File: src/rtl/cpu_pkg.sv
// Shared definitions for the CPU fetch path: PC-select encodings, fetch FSM
// states and the default reset address.
package cpu_pkg;

    localparam logic [1:0] PS_HOLD = 2'b00;
    localparam logic [1:0] PS_INC  = 2'b01;
    localparam logic [1:0] PS_REL  = 2'b10;
    localparam logic [1:0] PS_ABS  = 2'b11;

    localparam logic [15:0] DEFAULT_RESET_PC = 16'h0000;

    typedef enum logic [1:0] {
        FETCH = 2'b00,
        WAIT  = 2'b01,
        EXEC  = 2'b10
    } fetch_state_e;

endpackage

File: src/rtl/cpu_pc_next.sv
// Next-PC selection: hold, increment, PC-relative branch or absolute target.
// All arithmetic is 16-bit and wraps.
module cpu_pc_next
    import cpu_pkg::*;
#(
    parameter int OFF_W = 8
) (
    input  logic [15:0]      pc,
    input  logic [1:0]       ps,
    input  logic [OFF_W-1:0] off,
    input  logic [15:0]      pc_target,
    output logic [15:0]      next_pc
);

    logic [15:0] off_sext;
    logic [15:0] pc_inc;

    assign off_sext = 16'($signed(off));
    assign pc_inc   = pc + 16'd1;

    always_comb begin
        next_pc = pc;
        case (ps)
            PS_HOLD: next_pc = pc;
            PS_INC:  next_pc = pc_inc;
            PS_REL:  next_pc = pc_inc + off_sext;
            PS_ABS:  next_pc = pc_target;
            default: next_pc = pc;
        endcase
    end

endmodule

File: src/rtl/cpu_fetch_unit.sv
// Instruction fetch unit: owns PC, IR and the execute-phase bit, fetches over
// a req/valid memory handshake and sequences one- and two-phase instructions.
module cpu_fetch_unit
    import cpu_pkg::*;
#(
    parameter logic [15:0] RESET_PC = DEFAULT_RESET_PC,
    parameter int          OFF_W    = 8
) (
    input  logic        clk,
    input  logic        rst,
    output logic        imem_req,
    output logic [15:0] imem_addr,
    input  logic [15:0] imem_rdata,
    input  logic        imem_valid,
    input  logic [1:0]  ps,
    input  logic        ir_l,
    input  logic        ns,
    input  logic [15:0] pc_target,
    input  logic        stall,
    output logic [15:0] ir,
    output logic        state,
    output logic [15:0] pc,
    output logic [15:0] pc_plus1,
    output logic        ex_valid,
    output logic [1:0]  dbg_fsm
);

    // Memory handshake: imem_req is high for exactly the FETCH cycle and
    // imem_addr carries the PC; the returned word is taken in the first WAIT
    // cycle with imem_valid=1, and imem_valid is ignored in any other state.

    fetch_state_e fsm_q, fsm_d;
    logic [15:0]  pc_q, pc_d;
    logic [15:0]  ir_q, ir_d;
    logic         state_q, state_d;
    logic [15:0]  next_pc;

    cpu_pc_next #(
        .OFF_W (OFF_W)
    ) u_pc_next (
        .pc        (pc_q),
        .ps        (ps),
        .off       (ir_q[OFF_W-1:0]),
        .pc_target (pc_target),
        .next_pc   (next_pc)
    );

    always_comb begin
        fsm_d   = fsm_q;
        pc_d    = pc_q;
        ir_d    = ir_q;
        state_d = state_q;
        case (fsm_q)
            FETCH: fsm_d = WAIT;
            WAIT: begin
                if (imem_valid) begin
                    ir_d    = imem_rdata;
                    state_d = 1'b0;
                    fsm_d   = EXEC;
                end
            end
            EXEC: begin
                if (!stall) begin
                    pc_d = next_pc;
                    // ns wins over ir_l: a second phase always runs first.
                    if (ns) begin
                        state_d = 1'b1;
                    end else begin
                        state_d = 1'b0;
                        if (ir_l) fsm_d = FETCH;
                    end
                end
            end
            default: fsm_d = FETCH;
        endcase
    end

    always_ff @(posedge clk) begin
        if (rst) begin
            fsm_q   <= FETCH;
            pc_q    <= RESET_PC;
            ir_q    <= 16'h0000;
            state_q <= 1'b0;
        end else begin
            fsm_q   <= fsm_d;
            pc_q    <= pc_d;
            ir_q    <= ir_d;
            state_q <= state_d;
        end
    end

    // Gated by rst so nothing is requested or executed during a reset cycle.
    assign imem_req  = (fsm_q == FETCH) && !rst;
    assign ex_valid  = (fsm_q == EXEC) && !stall && !rst;
    assign imem_addr = pc_q;
    assign pc        = pc_q;
    assign pc_plus1  = pc_q + 16'd1;
    assign ir        = ir_q;
    assign state     = state_q;
    assign dbg_fsm   = fsm_q;

endmodule

File: config.mk
export PLATFORM = sky130hd
export DESIGN_NAME = cpu_fetch_unit
export DESIGN_NICKNAME = d
export VERILOG_FILES = /design/src/rtl/cpu_pkg.sv /design/src/rtl/cpu_pc_next.sv /design/src/rtl/cpu_fetch_unit.sv
export SDC_FILE = /design/constraint.sdc
export NUM_CORES = 1
export LEC_CHECK = 0
export ABC_AREA = 1
export CAP_MARGIN = 5
export CORE_MARGIN = 3
export CORE_UTILIZATION = 40
export DETAILED_ROUTE_END_ITERATION = 8
export GPL_ROUTABILITY_DRIVEN = 0
export GPL_TIMING_DRIVEN = 0
export HOLD_SLACK_MARGIN = 0.12
export PLACE_DENSITY = 0.73
export SYNTH_ARGS = -nofsm -noshare
export SYNTH_HDL_FRONTEND = slang
export SYNTH_SLANG_ARGS = --single-unit
File: constraint.sdc
create_clock -name clk -period 2.97 [get_ports clk]
set_input_delay 0.4455 -clock clk [delete_from_list [all_inputs] [get_ports clk]]
set_output_delay 0.4455 -clock clk [all_outputs]
set_load 0.01 [all_outputs]
## Word level (Yosys, flattened, before mapping)

Cells that the tools add are included.

| storage, ports and cells | value |
|---|---|
| memory bits (writable) | 0 |
| word-level logic and storage cells | 39 |
| bits of input ports | 40 |
| memories | 0 |
| flip-flop bits (word level) | 35 |
| latch bits | 0 |
| output and inout port bits | 69 |
| bits in read-only memories | 0 |

| operators by class | value |
|---|---|
| magnitude comparators | 0 |
| divide/modulo/power cells | 0 |
| $add $sub $neg | 2 |
| reductions and logical operators | 12 |
| equal/unequal tests | 9 |
| bitwise logic cells | 2 |
| shifts and indexed selects | 0 |
| multiply operators | 0 |
| muxes and demuxes | 10 |

Operators with widths:

| cell | number |
|---|---|
| case mux 16 bit (3 select lines) | 1 |
| adder 16 x 1 -> 16 bit (second input constant) | 1 |
| adder 16 bit | 1 |
| two-way mux 2 bit | 4 |
| != test 2 bit (second input constant) | 4 |
| == test 2 bit (second input constant) | 3 |
| case mux 2 bit (3 select lines) | 1 |
| AND reduction 3 bit | 2 |
| == test 2 x 1 -> 1 bit (second input constant) | 2 |
| zero test 2 bit | 2 |
| AND reduction 4 bit | 1 |
| logical AND 1 bit | 3 |
| two-way mux 1 bit | 3 |
| zero test 1 bit | 2 |
| NOT 1 bit | 2 |
| case mux 1 bit (2 select lines) | 1 |
| AND reduction 2 bit | 1 |
| nonzero test 2 bit | 1 |

## Depth between registers and ports, before layout

| logic depth | value |
|---|---|
| word-level depth | 4 |
| mapped depth | 19 |
| depth with buffers taken out | 19 |

## Hierarchy

Synthesis repeated with hierarchy kept, for this count alone.

| second synthesis, totals | value |
|---|---|
| cells, all modules | 561 |
| area total of the unflattened synthesis | 3384.5 µm² |

Modules (own cells, without submodules):

| module | seq. area each (µm²) | cells an instance | times used | area an instance (µm²) |
|---|---|---|---|---|
| cpu_fetch_unit | 700.7 | 251 | 1 | 1756.7 |
| cpu_pc_next | 0.0 | 310 | 1 | 1627.8 |

## Worst setup path before layout

No wires, ideal clock.

| timing | value |
|---|---|
| path kind | register -> register |
| start | reg pc_q[1], in the netlist imem_addr[1] |
| end | reg pc_q[13], in the netlist imem_addr[13] |
| data arrival time | 2336 ps |
| library setup time | 70 ps |
| cell stages (with the launch flop) | 17 |
| required time | 2900 ps |
| period minus slack after synthesis | 2406 ps |
| setup slack | 564 ps |
| cell sequence | dfxtp_1 ha_1 nand2_2 inv_2 nand2_2 nor2_2 nand3_1 xor2_1 ha_1 nand2_1 nand2_1 o21bai_1 nor2_1 nand2_1 nand2_1 nand3_1 a21oi_1 |

| on the way | value |
|---|---|
| cells in the longest elaborated chain, start to end | 3 |

RTL lines:

| what | RTL line | source |
|---|---|---|
| from (decl) | cpu_fetch_unit.sv:33 | `logic [15:0] pc_q, pc_d;` |
| from (signal assigned) | cpu_fetch_unit.sv:86 | `pc_q <= pc_d;` |
| adder 16 x 1 -> 16 bit | - |  |
| named net pc_plus1[12] | cpu_fetch_unit.sv:23 | `output logic [15:0] pc_plus1,` |
| adder 16 bit | cpu_pc_next.sv:26 | `PS_REL: next_pc = pc_inc + off_sext;` |
| case mux 16 bit (3 select lines) | cpu_pc_next.sv:23 | `case (ps)` |

The timed path passes the listed nets, and every way through them passes these cells.
A chain may end at the register's enable or synchronous reset.

## Worst setup path in the final report

| timing | value |
|---|---|
| start | reg pc_q[0], in the netlist imem_addr[0] |
| end | out pc_plus1[12] |

| on the way | value |
|---|---|
| cells in the longest elaborated chain, start to end | 1 |

RTL lines:

| what | RTL line | source |
|---|---|---|
| adder 16 x 1 -> 16 bit | cpu_fetch_unit.sv:97 | `assign pc_plus1 = pc_q + 16'd1;` |
| to (decl) | cpu_fetch_unit.sv:23 |  |

Every way passes these cells.

==> metrics.txt <==
result of the run=completed; drt pass-1 iters=5; final worst-path cycle share=0.932; clock-pin slew on the worst setup and hold paths=80 ps; pin count of the biggest net entering global routing=14; Max-cap violations=0; residual antenna-violating net count after detailed routing=0; crit path buf inv count=2; height of the chip=92.7 um; Peak supply drop=between 0.2 and 0.3 mV; minimum period implied by the final worst setup slack=2770 ps; most common cell type on the critical path=nand2_2; number of synthesized register bits=35; deepest level of the CTS H-tree=2; clock latency on the worst-skew pair=290 ps; cell area power density=280 mW/mm2; P&R area growth vs syn=42.7%; number of antenna violations at the first check in global routing=0; setup repair after global routing missed its margin=false; ratio of cells with drive above 1 in the final layout=0.124; Max Fclk=361 MHz; post-cts hold buffer count=0; critical path capture point type=output pin; Clk Tree Root Cell=clkbuf_8; most numerous cell types in the synthesized netlist=98 x nand2_1, 53 x inv_1, 51 x nor2_1; post-synthesis cell type count=40; vias per inst=5.07; number of nets in the synthesized netlist=524; TritonCTS Sinks=35; most area-consuming cells after synthesis=dfxtp_1 23%, nand2_1 12%, ha_1 7.9%; type of the worst setup path=reg2out; critical-path cell with the highest stage delay=clkdlybuf4s50_1; Via Count=3428; count of filler cells inserted in the layout=705; total count of hold-check failures in the final report=0; biggest cell delay along the critical path=~600 ps; synthesized cell area=0.00301 mm2; cells along the critical path=ha_1 -> nand2_2 -> inv_2 -> nand2_2 -> nor2_2 -> nand3_1 -> xor2_1 -> clkdlybuf4s50_1; share of the yosys chip area belonging to registers=0.233; Clock Skews=10.6 ps; count of instances resized after the clock tree is built=0; Worst-Margin Slew=602 ps; number of buffers created by CTS=5; area of the core=0.00706 mm2; count of input and output buffers=around 110; clock tree from TritonCTS=built; library cell occupying the most area in the post-synthesis netlist=dfxtp_1; share of Yosys cell area claimed by the top area cell type=0.233; kind of launch point of the worst setup path=register; arrival time at the worst endpoint=2320 ps; Async SR Flop Fraction=0; Crit path max-delay family=buffers and inverters; DRC violation count after routing=0; DRC violation total after the first TritonRoute iteration=183; post-CTS setup buffer count=0; FP Rows=30; starting density of the core=0.426; maximum clock insertion buffer count=2; number of failing setup endpoints in the final timing report=0; total congestion overflow=0; leak pwr=1.96 nW; number of synthesized flops with an enable pin=0; worst rel slew slack=0.598; area of combinational cells with multiple inputs=0.00189 mm2; Routed WL=9820 um; Post-Synthesis Cells=between 400 and 500; total routing resource utilization after global routing=0.228; # diodes=0; DP HPWL=7860 um; post-layout power=approximately 0.0012 W; full die area=0.00859 mm2; setup_tns=0 ps; Post-synth top flop=dfxtp_1; number of global-route vias before repair=3295; global-route wire length before repair=approximately 16000 um; average size of a mapped cell=around 6.5 um2; FF+latch area=701 um2; routed length per instance=14.5 um; Max Slew Vio Count=0; Hold/Removal Path Class=reg2reg; top-count cell post-synth=nand2_1; warning count from the yosys run=0; Die X-Extent=92.7 um; biggest fanout along the worst timing path=6; Req. time, crit path=2520 ps; net total in the final layout=639; I/O pin total=around 110
[cell families after synthesis]
family | after synthesis | synth area share
AND/OR/NAND/NOR | 212 | 0.326
adder cells (fa/ha/maj) | 20 | 0.0857
XOR/XNOR | 6 | 0.0200
flip-flops | 35 | 0.233
buffers and inverters | 89 | 0.138
AO/OA/AOI/OAI | 102 | 0.198
[routing by layer]
layer / part of all wire / GRT usage / routed length (um)
met1: 0.42 / 0.272 / 4080
met3: 0.11 / 0.0682 / 1060
met5: 0 / 0 / 0
met2: 0.46 / 0.390 / 4490
met4: 0.019 / 0.0733 / 184
[layout make-up]
class | count | area share
Multi-Input combinational cell | 340 | 0.441
Timing Repair Buffer | 108 | 0.252
Sequential cell | 35 | 0.163
Inverter | 61 | 0.0534
Buffer | 28 | 0.0432
Tap cell | 96 | 0.0280
Clock buffer | 7 | 0.0178
Clock inverter | 1 | 0.00117
[tightest hold or removal path, stage by stage, from the launching register on]
cell and delay, ps:
dfxtp_1 330, o21ai_0 80, nor2_1 80
[cell usage in the layout (no fill, tap or decap), drive strengths merged, types with 6 or more instances in the layout]
master and instances:
ha 19, buf 21, clkdlybuf4s50 108, nand2 105, a31oi 6, inv 60, clkbuf 14, a21oi 38
nor2 62, o21ai 48, dfxtp 35, nand3 27
[registers in the layout, summed over array words and instances (netlist names)]
signal,cells
state,1
dbg_fsm,2
ir,16
imem_addr,16
[metrics by stage]
stage	utilization	cell area (um2)	cells	setup WS, ps	hold slack, ps
final	0.608	4290	676	202	522
after global routing	0.608	4290	676	3.58	564
after CTS	0.608	4290	676	175	523
after detailed placement	0.596	4210	668	323	497
after global placement	0.596	4210	668	323	492
after floorplan	-	3010	464	564	515
[path summary, 6_finish.rpt]
kind              cells past startpoint  slack [ps]             to    startpoint
setup reg to reg                     15         260  imem_addr[13]  imem_addr[0]
hold / removal                        2         520          ir[8]         ir[8]
hold reg to reg                       2         520          ir[8]         ir[8]
setup / recovery                      8         200   pc_plus1[12]  imem_addr[0]
[power by group]
group          total (W)  switching (W)  internal, W
Combinational   0.000330       0.000159     0.000171
Clock           0.000345       0.000180     0.000165
Sequential      0.000525      0.0000302     0.000495
Total            0.00120       0.000369     0.000831
(Power assumes the default switching activity.)
